--- src/rtl/fsm_counter.sv ---
// Start/skip-controlled up-counter run by a four-state Moore FSM; all outputs registered.
// Define FSM_COUNTER_SATURATE_EN to hold at MAX_COUNT instead of wrapping to zero.
module fsm_counter #(
   parameter int unsigned MAX_COUNT  = 15,
   parameter int unsigned SKIP_VALUE = 5
) (
   input  logic       clk,
   input  logic       rstn,
   input  logic       start,
   input  logic       skip,
   output logic       skip_to_five,
   output logic [7:0] count_out
);

   typedef enum logic [1:0] {
      IDLE  = 2'b00,
      COUNT = 2'b01,
      SKIP  = 2'b10,
      PAUSE = 2'b11
   } state_e;

   localparam logic [7:0] MaxVal  = 8'(MAX_COUNT);
   localparam logic [7:0] SkipVal = 8'(SKIP_VALUE);

   state_e     state_q, state_d;
   logic [7:0] count_q, count_d;
   logic       flag_q,  flag_d;

   logic skip_take;
   logic at_max;

   assign skip_take = skip && (count_q < SkipVal);
   assign at_max    = (count_q == MaxVal);

   // rstn is an active-high reset despite its name
   always_ff @(posedge clk) begin
      if (rstn) begin
         state_q <= IDLE;
         count_q <= '0;
         flag_q  <= 1'b0;
      end else begin
         state_q <= state_d;
         count_q <= count_d;
         flag_q  <= flag_d;
      end
   end

   always_comb begin
      state_d = state_q;
      case (state_q)
         IDLE:    if (start) state_d = COUNT;
         COUNT: begin
            if (!start)         state_d = PAUSE;
            else if (skip_take) state_d = SKIP;
         end
         SKIP:    state_d = start ? COUNT : PAUSE;
         PAUSE:   if (start) state_d = COUNT;
         default: state_d = IDLE;
      endcase
   end

   always_comb begin
      count_d = count_q;
      if (state_q == COUNT) begin
         if (!start) begin
            count_d = count_q;
         end else if (skip_take) begin
            count_d = SkipVal;
         end else if (at_max) begin
`ifdef FSM_COUNTER_SATURATE_EN
            count_d = count_q;
`else
            count_d = '0;
`endif
         end else begin
            count_d = count_q + 8'd1;
         end
      end else if (state_q == SKIP && start) begin
         count_d = SkipVal + 8'd1;
      end
      flag_d = (state_d == SKIP);
   end

   assign count_out    = count_q;
   assign skip_to_five = flag_q;

endmodule

--- config.mk ---
export PLATFORM = sky130hd
export DESIGN_NAME = fsm_counter
export DESIGN_NICKNAME = d
export VERILOG_FILES = /design/src/rtl/fsm_counter.sv
export SDC_FILE = /design/constraint.sdc
export NUM_CORES = 1
export LEC_CHECK = 0
export ABC_AREA = 1
export BUFFER_PORTS_ARGS = -buffer_cell sky130_fd_sc_hd__buf_2
export CAP_MARGIN = 20
export CORE_MARGIN = 8
export CORE_UTILIZATION = 47
export CTS_CLUSTER_SIZE = 10
export DETAILED_ROUTE_END_ITERATION = 8
export PLACE_DENSITY = 0.84
export SYNTH_ARGS = -nofsm -noshare
export SYNTH_HDL_FRONTEND = slang
export SYNTH_SLANG_ARGS = --single-unit
--- constraint.sdc ---
create_clock -name clk -period 1.3 [get_ports clk]
set_input_delay 0.26 -clock clk [delete_from_list [all_inputs] [get_ports clk]]
set_output_delay 0.26 -clock clk [all_outputs]
set_load 0.03 [all_outputs]
==> run metrics <==
status=finished with violations; failing checks=setup timing; RSZ-0062 raised after global routing=true; root buf cell=clkbuf_4; layout cell share with drive strength beyond 1=0.417; HP Start=rstn; initial antenna violation count=0; DR WL/cell=~13 um; GR Util met2=0.212; RR Endpoint=count_out[5]; CTS tree=yes; GP Congestion=0.855; DRC viols=0; clock power share=0.141; CTS buffer count=3; Worst VDD drop=around 1.6 mV; post-synth top area share=0.321; ys flop type=dfxtp_1; crit end category=register; Hold Crit Class=input pin to register; core area=1330 um2; #FFs+latches synth=11; crit path cell chain=inv_4 > ha_4 > nor2_4 > nor2_8 > nand2_4 > nor2_4 > xnor2_1 > nor2_1; CP arrival=1.48 ns; Antenna Nets Post-Route=0; Pre-Repair DR Iteration Count=4; first-pass GRT wire length=2740 um; Post-synth EDFFs=0; asr flop ratio synth=0; Hold Fails Final Rpt=0; Sink Count=11; Logic pwr share=0.552; post-DP HPWL=roughly 1300 um; Final min period=1.31 ns; Worst Setup SP=state_q[0]; die area=2940 um2; worst slew pin tran=0.307 ns; total gr overflow=0; period utilisation layout=1.01; I/O Buffers=12; largest net degree at the start of global routing=10; hold path endpoint=count_out[0]; setup slack after layout=-0.0126 ns; pwr/cell area=1730 nW/um2; GRT Total Usage=0.126; setup_tns=-0.0219 ns; syn avg cell area=6.53 um2; Rel. slew slack=0.795; DRT iter0 DRCs=27; Worst path slowest cell=dfxtp_4; worst reg2reg path depth=8; Crit Path Category=register to register; Layout Nets=136; Syn Inst Count=105; Slew Limit Fails=0; met3 GRT Util=0.0579; gr busiest metal=met2; hold depth=2; Crit path largest cell delay=0.38 ns; clock slew at reported path FFs=approximately 0.070 ns; largest cells by area after synthesis=dfxtp_1 (32%), nand2_1 (17%), inv_1 (11%); Starting Density=0.514; drt total wl=1890 um; vias in the first global route=669; final hold slack=between 0.15 and 0.2 ns; vias=742; internal reg-to-reg setup slack=-0.01 ns; area leader, netlist=dfxtp_1; Worst Path Required=1.46 ns; RR Startpoint=state_q[0]; Site Rows=13; maximum clock rate=roughly 0.76 GHz; Netlist Area Pre-Place=roughly 690 um2; vias per inst=5.23; Area Overhead vs Synth=40.7%; maxcap violations=0; syn nets=113; type of origin of the critical path=register; Die Height=54.2 um; Switch Pwr=0.752 mW; most used cell, CP=nor2_4; IO Pins=13; ANT cells=0; commonest cells in the netlist=nand2_1 (31), inv_1 (20), nor2_1 (13); H-tree depth=1; Yosys warnings=0; Final Setup Violations=2; Sw Share=0.450; met1 Usage GRT=0.140; register area share after synthesis=0.321; fillcell total=127; Clock Tree Buf Depth=2; Reg power frac=0.307; Leak=roughly 0.47 nW; count leader, synth=nand2_1; die width=54.2 um; Internal=~0.9 mW; Synth cell types=18; Critical Path Fanout Max=5; clk_lat worst skew=0.28 ns; clk_skew=0.00913 ns
[final cells by class]
cell class                      instances  area, um2  share of cell area
Multi-Input combinational cell         75        505               0.524
Sequential cell                        11        233               0.241
Timing Repair Buffer                   17        101               0.105
Inverter                               20       80.1              0.0830
Clock buffer                            4       26.3              0.0272
Tap cell                               15       18.8              0.0195
[power groups by stage]
stage               clock (mW)  sequential, mW  combinational (mW)
detailed placement           0           0.467               0.634
CTS                      0.247           0.463               0.686
global placement             0           0.461               0.611
floorplan                    0           0.528               0.382
finish                   0.236           0.512               0.922
global route             0.259           0.523               0.985
[layer usage]
metal	routed length, um	part of all wire
met2	1010	0.54
met1	737	0.39
met4	7	0.0037
met5	0	0
met3	132	0.070
[worst max-delay path by stage]
stage	slack [ns]	end
after global routing	-0.08	count_out[7]
after detailed placement	-0.1	skip_to_five
after global placement	-0.04	count_out[6]
after floorplan	0.03	count_out[7]
after CTS	0.003	count_out[7]
final	-0.01	count_out[5]
[logic make-up after synthesis]
family,count (synthesis),share of synthesized area
AND/OR/NAND/NOR,57,0.383
buffers and inverters,20,0.109
AO/OA/AOI/OAI,11,0.0876
flip-flops,11,0.321
adder cells (fa/ha/maj),4,0.0730
XOR/XNOR,2,0.0256
[sequential cells by signal, summed over array words and instances, names as in the netlist]
signal / cells
skip_to_five: 1
count_out: 8
state_q: 2
[through the flow]
step / util / setup WS [ns] / instance area (um2) / power [mW] / instances
final: 0.723 / -0.0126 / 965 / 1.67 / 142
after global routing: 0.723 / -0.0774 / 965 / 1.77 / 142
after detailed placement: 0.599 / -0.0958 / 800 / 1.10 / 136
after floorplan: - / 0.0264 / 691 / 0.911 / 105
after CTS: 0.634 / 0.00261 / 846 / 1.40 / 140
after global placement: 0.599 / -0.0397 / 800 / 1.07 / 136
[cell usage in the layout (no fill, tap or decap), types with 2 or more instances in the layout]
| master | count |
|---|---|
| o21ai_1 | 2 |
| a21oi_1 | 2 |
| inv_4 | 2 |
| a21oi_2 | 3 |
| nand3_1 | 4 |
| nand2_2 | 6 |
| clkbuf_4 | 3 |
| dfxtp_1 | 7 |
| buf_2 | 12 |
| inv_2 | 2 |
| buf_4 | 4 |
| o21ai_0 | 2 |
| dfxtp_4 | 3 |
| nor2_4 | 4 |
| nand3_2 | 2 |
| ha_4 | 4 |
| nor2_1 | 9 |
| nand2_1 | 26 |
| inv_1 | 16 |
| nor2_2 | 4 |
[worst max-delay path, delay by kind of cell, from the launching register on]
| family | cells | cell delay (ns) |
|---|---|---|
| XOR/XNOR | 1 | 0.15 |
| adder cells (fa/ha/maj) | 1 | 0.15 |
| buffers and inverters | 1 | 0.04 |
| flip-flops | 1 | 0.38 |
| AND/OR/NAND/NOR | 5 | 0.48 |
[timing repair]
| action | in CTS | in global routing |
|---|---|---|
| buffers inserted | 0 | 1 |
| cloned | 0 | 1 |
| setup endpoints to repair | 10 | 11 |
| pin swaps | 1 | 14 |
| endpoints found under the hold margin | 0 | 0 |
| hold buffers | 0 | 0 |
| resized for setup | 7 | 30 |
No activity file was read; power rests on OpenSTA's default activity.
